**config.mk**
```make
export PLATFORM = sky130hd
export DESIGN_NAME = branch_cond_unit
export DESIGN_NICKNAME = d
export VERILOG_FILES = /design/src/rtl/branch_cond_unit.sv
export SDC_FILE = /design/constraint.sdc
export NUM_CORES = 1
export LEC_CHECK = 0
export CAP_MARGIN = 10
export CORE_UTILIZATION = 45
export CTS_CLUSTER_DIAMETER = 150
export DETAILED_ROUTE_END_ITERATION = 16
export GPL_ROUTABILITY_DRIVEN = 0
export PLACE_DENSITY = 0.72
export SYNTH_ARGS = -nofsm -noshare
export SYNTH_HDL_FRONTEND = slang
export SYNTH_SLANG_ARGS = --single-unit
```
**constraint.sdc**
```tcl
create_clock -name clk -period 4.8 [get_ports clk]
set_input_delay 1.2 -clock clk [delete_from_list [all_inputs] [get_ports clk]]
set_output_delay 1.2 -clock clk [all_outputs]
set_load 0.01 [all_outputs]
```
**src/rtl/branch_cond_unit.sv**
```systemverilog
// Branch condition resolver: waits for in-flight flag writers to commit, then
// evaluates the condition code against the N/Z/V flags and produces the next PC.
module branch_cond_unit #(
  parameter int PC_W  = 16,
  parameter int OFF_W = 9,
  parameter int CNT_W = 16
) (
  input  logic             clk,
  input  logic             rst_n,
  input  logic             br_valid,
  input  logic [2:0]       br_ccc,
  input  logic [OFF_W-1:0] br_off,
  input  logic [PC_W-1:0]  pc_plus2,
  input  logic [2:0]       flag_in,
  input  logic             flag_pend,
  output logic             br_stall,
  output logic             br_done,
  output logic             br_taken,
  output logic [PC_W-1:0]  br_target,
  output logic             flush,
  output logic [CNT_W-1:0] taken_cnt,
  output logic [CNT_W-1:0] total_cnt
);

  typedef enum logic [1:0] {
    IDLE = 2'd0,
    WAIT = 2'd1,
    EVAL = 2'd2,
    DONE = 2'd3
  } state_t;

  state_t           state_reg, state_next;
  logic             latch_en;

  logic [2:0]       ccc_reg;
  logic [OFF_W-1:0] off_reg;
  logic [PC_W-1:0]  pc_reg;

  logic             done_reg;
  logic             taken_reg;
  logic [PC_W-1:0]  target_reg;
  logic             flush_reg;
  logic [CNT_W-1:0] taken_cnt_reg;
  logic [CNT_W-1:0] total_cnt_reg;

  logic             cond_true;
  logic [PC_W-1:0]  off_ext;
  logic [PC_W-1:0]  target_taken;

  // Unconditional branches do not depend on flags, so they skip the hazard wait.
  always_comb begin
    state_next = state_reg;
    latch_en   = 1'b0;
    case (state_reg)
      IDLE: begin
        if (br_valid) begin
          latch_en   = 1'b1;
          state_next = (br_ccc == 3'b111 || !flag_pend) ? EVAL : WAIT;
        end
      end
      WAIT:    if (!flag_pend) state_next = EVAL;
      EVAL:    state_next = DONE;
      DONE:    state_next = IDLE;
      default: state_next = IDLE;
    endcase
  end

  // Flags are {n, z, v}.
  always_comb begin
    cond_true = 1'b0;
    case (ccc_reg)
      3'b000:  cond_true = !flag_in[1];
      3'b001:  cond_true = flag_in[1];
      3'b010:  cond_true = !flag_in[1] && !flag_in[2];
      3'b011:  cond_true = flag_in[2];
      3'b100:  cond_true = flag_in[1] || !flag_in[2];
      3'b101:  cond_true = flag_in[2] || flag_in[1];
      3'b110:  cond_true = flag_in[0];
      default: cond_true = 1'b1;
    endcase
  end

  // Word offset: sign-extend, then scale to bytes; overflow wraps silently.
  assign off_ext      = {{(PC_W-OFF_W){off_reg[OFF_W-1]}}, off_reg};
  assign target_taken = pc_reg + {off_ext[PC_W-2:0], 1'b0};

  always_ff @(posedge clk) begin
    if (!rst_n) begin
      state_reg     <= IDLE;
      ccc_reg       <= '0;
      off_reg       <= '0;
      pc_reg        <= '0;
      done_reg      <= 1'b0;
      taken_reg     <= 1'b0;
      target_reg    <= '0;
      flush_reg     <= 1'b0;
      taken_cnt_reg <= '0;
      total_cnt_reg <= '0;
    end else begin
      state_reg <= state_next;
      if (latch_en) begin
        ccc_reg <= br_ccc;
        off_reg <= br_off;
        pc_reg  <= pc_plus2;
      end
      if (state_reg == EVAL) begin
        done_reg   <= 1'b1;
        taken_reg  <= cond_true;
        target_reg <= cond_true ? target_taken : pc_reg;
        flush_reg  <= cond_true;
      end else begin
        done_reg  <= 1'b0;
        flush_reg <= 1'b0;
      end
      if (state_reg == DONE) begin
        total_cnt_reg <= total_cnt_reg + 1'b1;
        if (taken_reg) taken_cnt_reg <= taken_cnt_reg + 1'b1;
      end
    end
  end

  assign br_stall  = (state_reg == WAIT) || (state_reg == EVAL) ||
                     ((state_reg == IDLE) && br_valid);
  assign br_done   = done_reg;
  assign br_taken  = taken_reg;
  assign br_target = target_reg;
  assign flush     = flush_reg;
  assign taken_cnt = taken_cnt_reg;
  assign total_cnt = total_cnt_reg;

endmodule

```
==> flow_summary.ini <==
[die]
dieArea_sq_um = 9480
num_rows = 34
io_pins = 87
initial_core_util = 0.467
die_w_microns = 97.4
die_h_microns = 97.4
coreArea_sq_um = 8760

[synth]
synth_top_cell_area_share = 0.396
netlist_area_sq_um = 4090
synth_ff_type = dfxtp_1
yosys.cell_types.count = 49
syn-instance-count = 495
synth_nets = 552
synth.avg_cell_area_sq_um = 8.27
synthArstFlopShare = 0
synth.area.top_cells = dfxtp_1 (40%), nand2_1 (7.2%), ha_1 (6.4%), nor2_1 (5.6%), a21oi_1 (5.1%)
seq_area_frac_synth = 0.396
netlist.top_cell.by_area = dfxtp_1
ys_warn_count = 0
synth_edf_count = 0
synth-seq-cells = 81

[detailed_routing]
first_pass_iters = 4
vias_per_cell = 5.26
drt.antenna.violating_nets = 0
num_vias = 3590
drtIter0Drc = 127
drt_wl_total_microns = 9420
route.detailed.drc = 0
wl_per_cell_microns = 13.8

[timing]
fin_crit_ps = 3810
worst_slew_pin_slew_ps = 981
hold_ws_ps = 466
min_period_over_period = 0.793
max_freq_ghz = 0.263
rsz0062_at_grt = no
finalHoldViolCount = 0
fin_setup_tns_ps = 0
setup_viol = 0
skew_ps = 14.9
slew_headroom = 0.346
finalMaxSlewViolations = 0

[setup_path]
crit_path_start_kind = primary input
critPathMaxFanout = 29
end_kind = output port
crit_type = in -> out
worstPathRequired_ps = 3600
worstPathArrival_ps = 2610

[placement]
placed_area_sq_um = 5010
dp_cells = 666
numPortBuffers = 86
hpwl_microns = 6860

[clock_network]
numCtsBuffers = 9
cts_setup_buffers = 0
clk_latency_ps = 370
holdBufCountCts = 0
cts_resized = 0
clockRootBuffer = clkbuf_8
tritoncts = built
htree_num_levels = 3
clk_pin_slew_ps = 90
clockBufferDepth = 2
cts_sinks = 81

[run]
cap_violations = 0

[global_routing]
grt-ovfl-total = 0
antenna_found_initial = 0
grt_pass1_vias = 3305
grt_max_degree = 56
grt_pass1_wl_microns = 15600
track_usage = 0.199

[cells_and_area]
layout-drive-gt1-share = 0.0470
finalNonFillerCells = 682
area_growth_pct = 27.9
layout_common_cells = clkdlybuf4s50_1 (86), dfxtp_1 (81), nand2_1 (78)
final_area_sq_um = 5230
antennaDiodeCount = 0
final_common_cell = clkdlybuf4s50_1
final_nets = 626
utilization = 0.597
num-fill-cells = 814

[power]
cellPowerDensity_nw_per_um2 = 406
cellInternalPower_w = 0.00139
p_switching_w = 0.000730
max-vdd-ir-drop_v = 0.000200
p_clk_frac = 0.266
switching_share = 0.344
pwr-share-seq = 0.402
pwr-share-comb = 0.332
p_leak_nw = 2.00

[min_path]
min-delay-path-class = reg -> reg

[run_status]
status = complete, no violations
[synthesized netlist by cell type, types with 2 or more instances]
| master | n |
|---|---|
| a211oi_1 | 7 |
| a21o_1 | 6 |
| a21oi_1 | 42 |
| a311oi_1 | 2 |
| a31oi_1 | 8 |
| and2_1 | 4 |
| and3_1 | 6 |
| and4_1 | 6 |
| buf_1 | 4 |
| clkbuf_1 | 20 |
| dfxtp_1 | 81 |
| ha_1 | 21 |
| inv_1 | 13 |
| mux2i_1 | 8 |
| nand2_1 | 78 |
| nand2b_1 | 2 |
| nand3_1 | 20 |
| nand3b_1 | 2 |
| nand4_1 | 9 |
| nor2_1 | 61 |
| nor2b_1 | 4 |
| nor3_1 | 4 |
| o211ai_1 | 5 |
| o21a_1 | 2 |
| o21ai_0 | 15 |
| o21ai_1 | 3 |
| o31ai_1 | 2 |
| or3_1 | 2 |
| xnor2_1 | 19 |
| xor2_1 | 20 |
[final timing paths]
check	from	to	slack (ps)	cells past startpoint
min reg2reg	off_reg[4]$_SDFFE_PN0P_	off_reg[4]$_SDFFE_PN0P_	470	2
max reg2reg	pc_reg[1]$_SDFFE_PN0P_	br_target[15]$_SDFFE_PN0P_	1940	9
max	br_valid	br_stall	990	5
min	off_reg[4]$_SDFFE_PN0P_	off_reg[4]$_SDFFE_PN0P_	470	2
[worst max-delay path: stages]
cell             delay [ps]
clkdlybuf4s50_1         490
nand2_1                  60
buf_4                   220
nand2b_1                100
clkdlybuf4s50_1         530
[kinds of logic (layout without fill, tap and decap cells)]
group	after synthesis	in the layout	synth area share
buf+inv	38	117	0.0352
xor+xnor	39	39	0.0835
flops	81	81	0.396
fa+ha+maj	22	22	0.0691
simple gates	203	203	0.227
mux	10	10	0.0287
compound gates	102	102	0.161
[metal layers]
metal	wire, microns	share of wire	track usage	vias up
li1	-	-	-	1858
met1	4370	0.46	0.263	1640
met2	4530	0.48	0.331	79
met3	367	0.039	0.0288	13
met4	148	0.016	0.0713	0
met5	0	0	0	-
[power by group through the flow]
stage	combinational, W	sequential (W)	clock (W)
final	0.000704	0.000853	0.000565
after global placement	0.000693	0.000866	0
after CTS	0.000709	0.000854	0.000572
after detailed placement	0.000706	0.000869	0
after global routing	0.000777	0.000868	0.000600
after floorplan	0.000459	0.000865	0
[stage by stage]
step	total power (W)	setup slack, ps
6_report	0.00212	992
5_1_grt	0.00225	911
4_1_cts	0.00214	978
3_5_place_dp	0.00158	984
3_3_place_gp	0.00156	995
2_1_floorplan	0.00132	1940
[cell type report]
class,count,area [sq um],area share
tap,108,135,0.0258
multi-input combinational,376,2330,0.445
inverter,13,48.8,0.00933
timing repair buffer,88,876,0.167
sequential,81,1620,0.310
clock inverter,7,100,0.0191
clock buffer,9,124,0.0237
No activity file was read; power rests on OpenSTA's default activity.
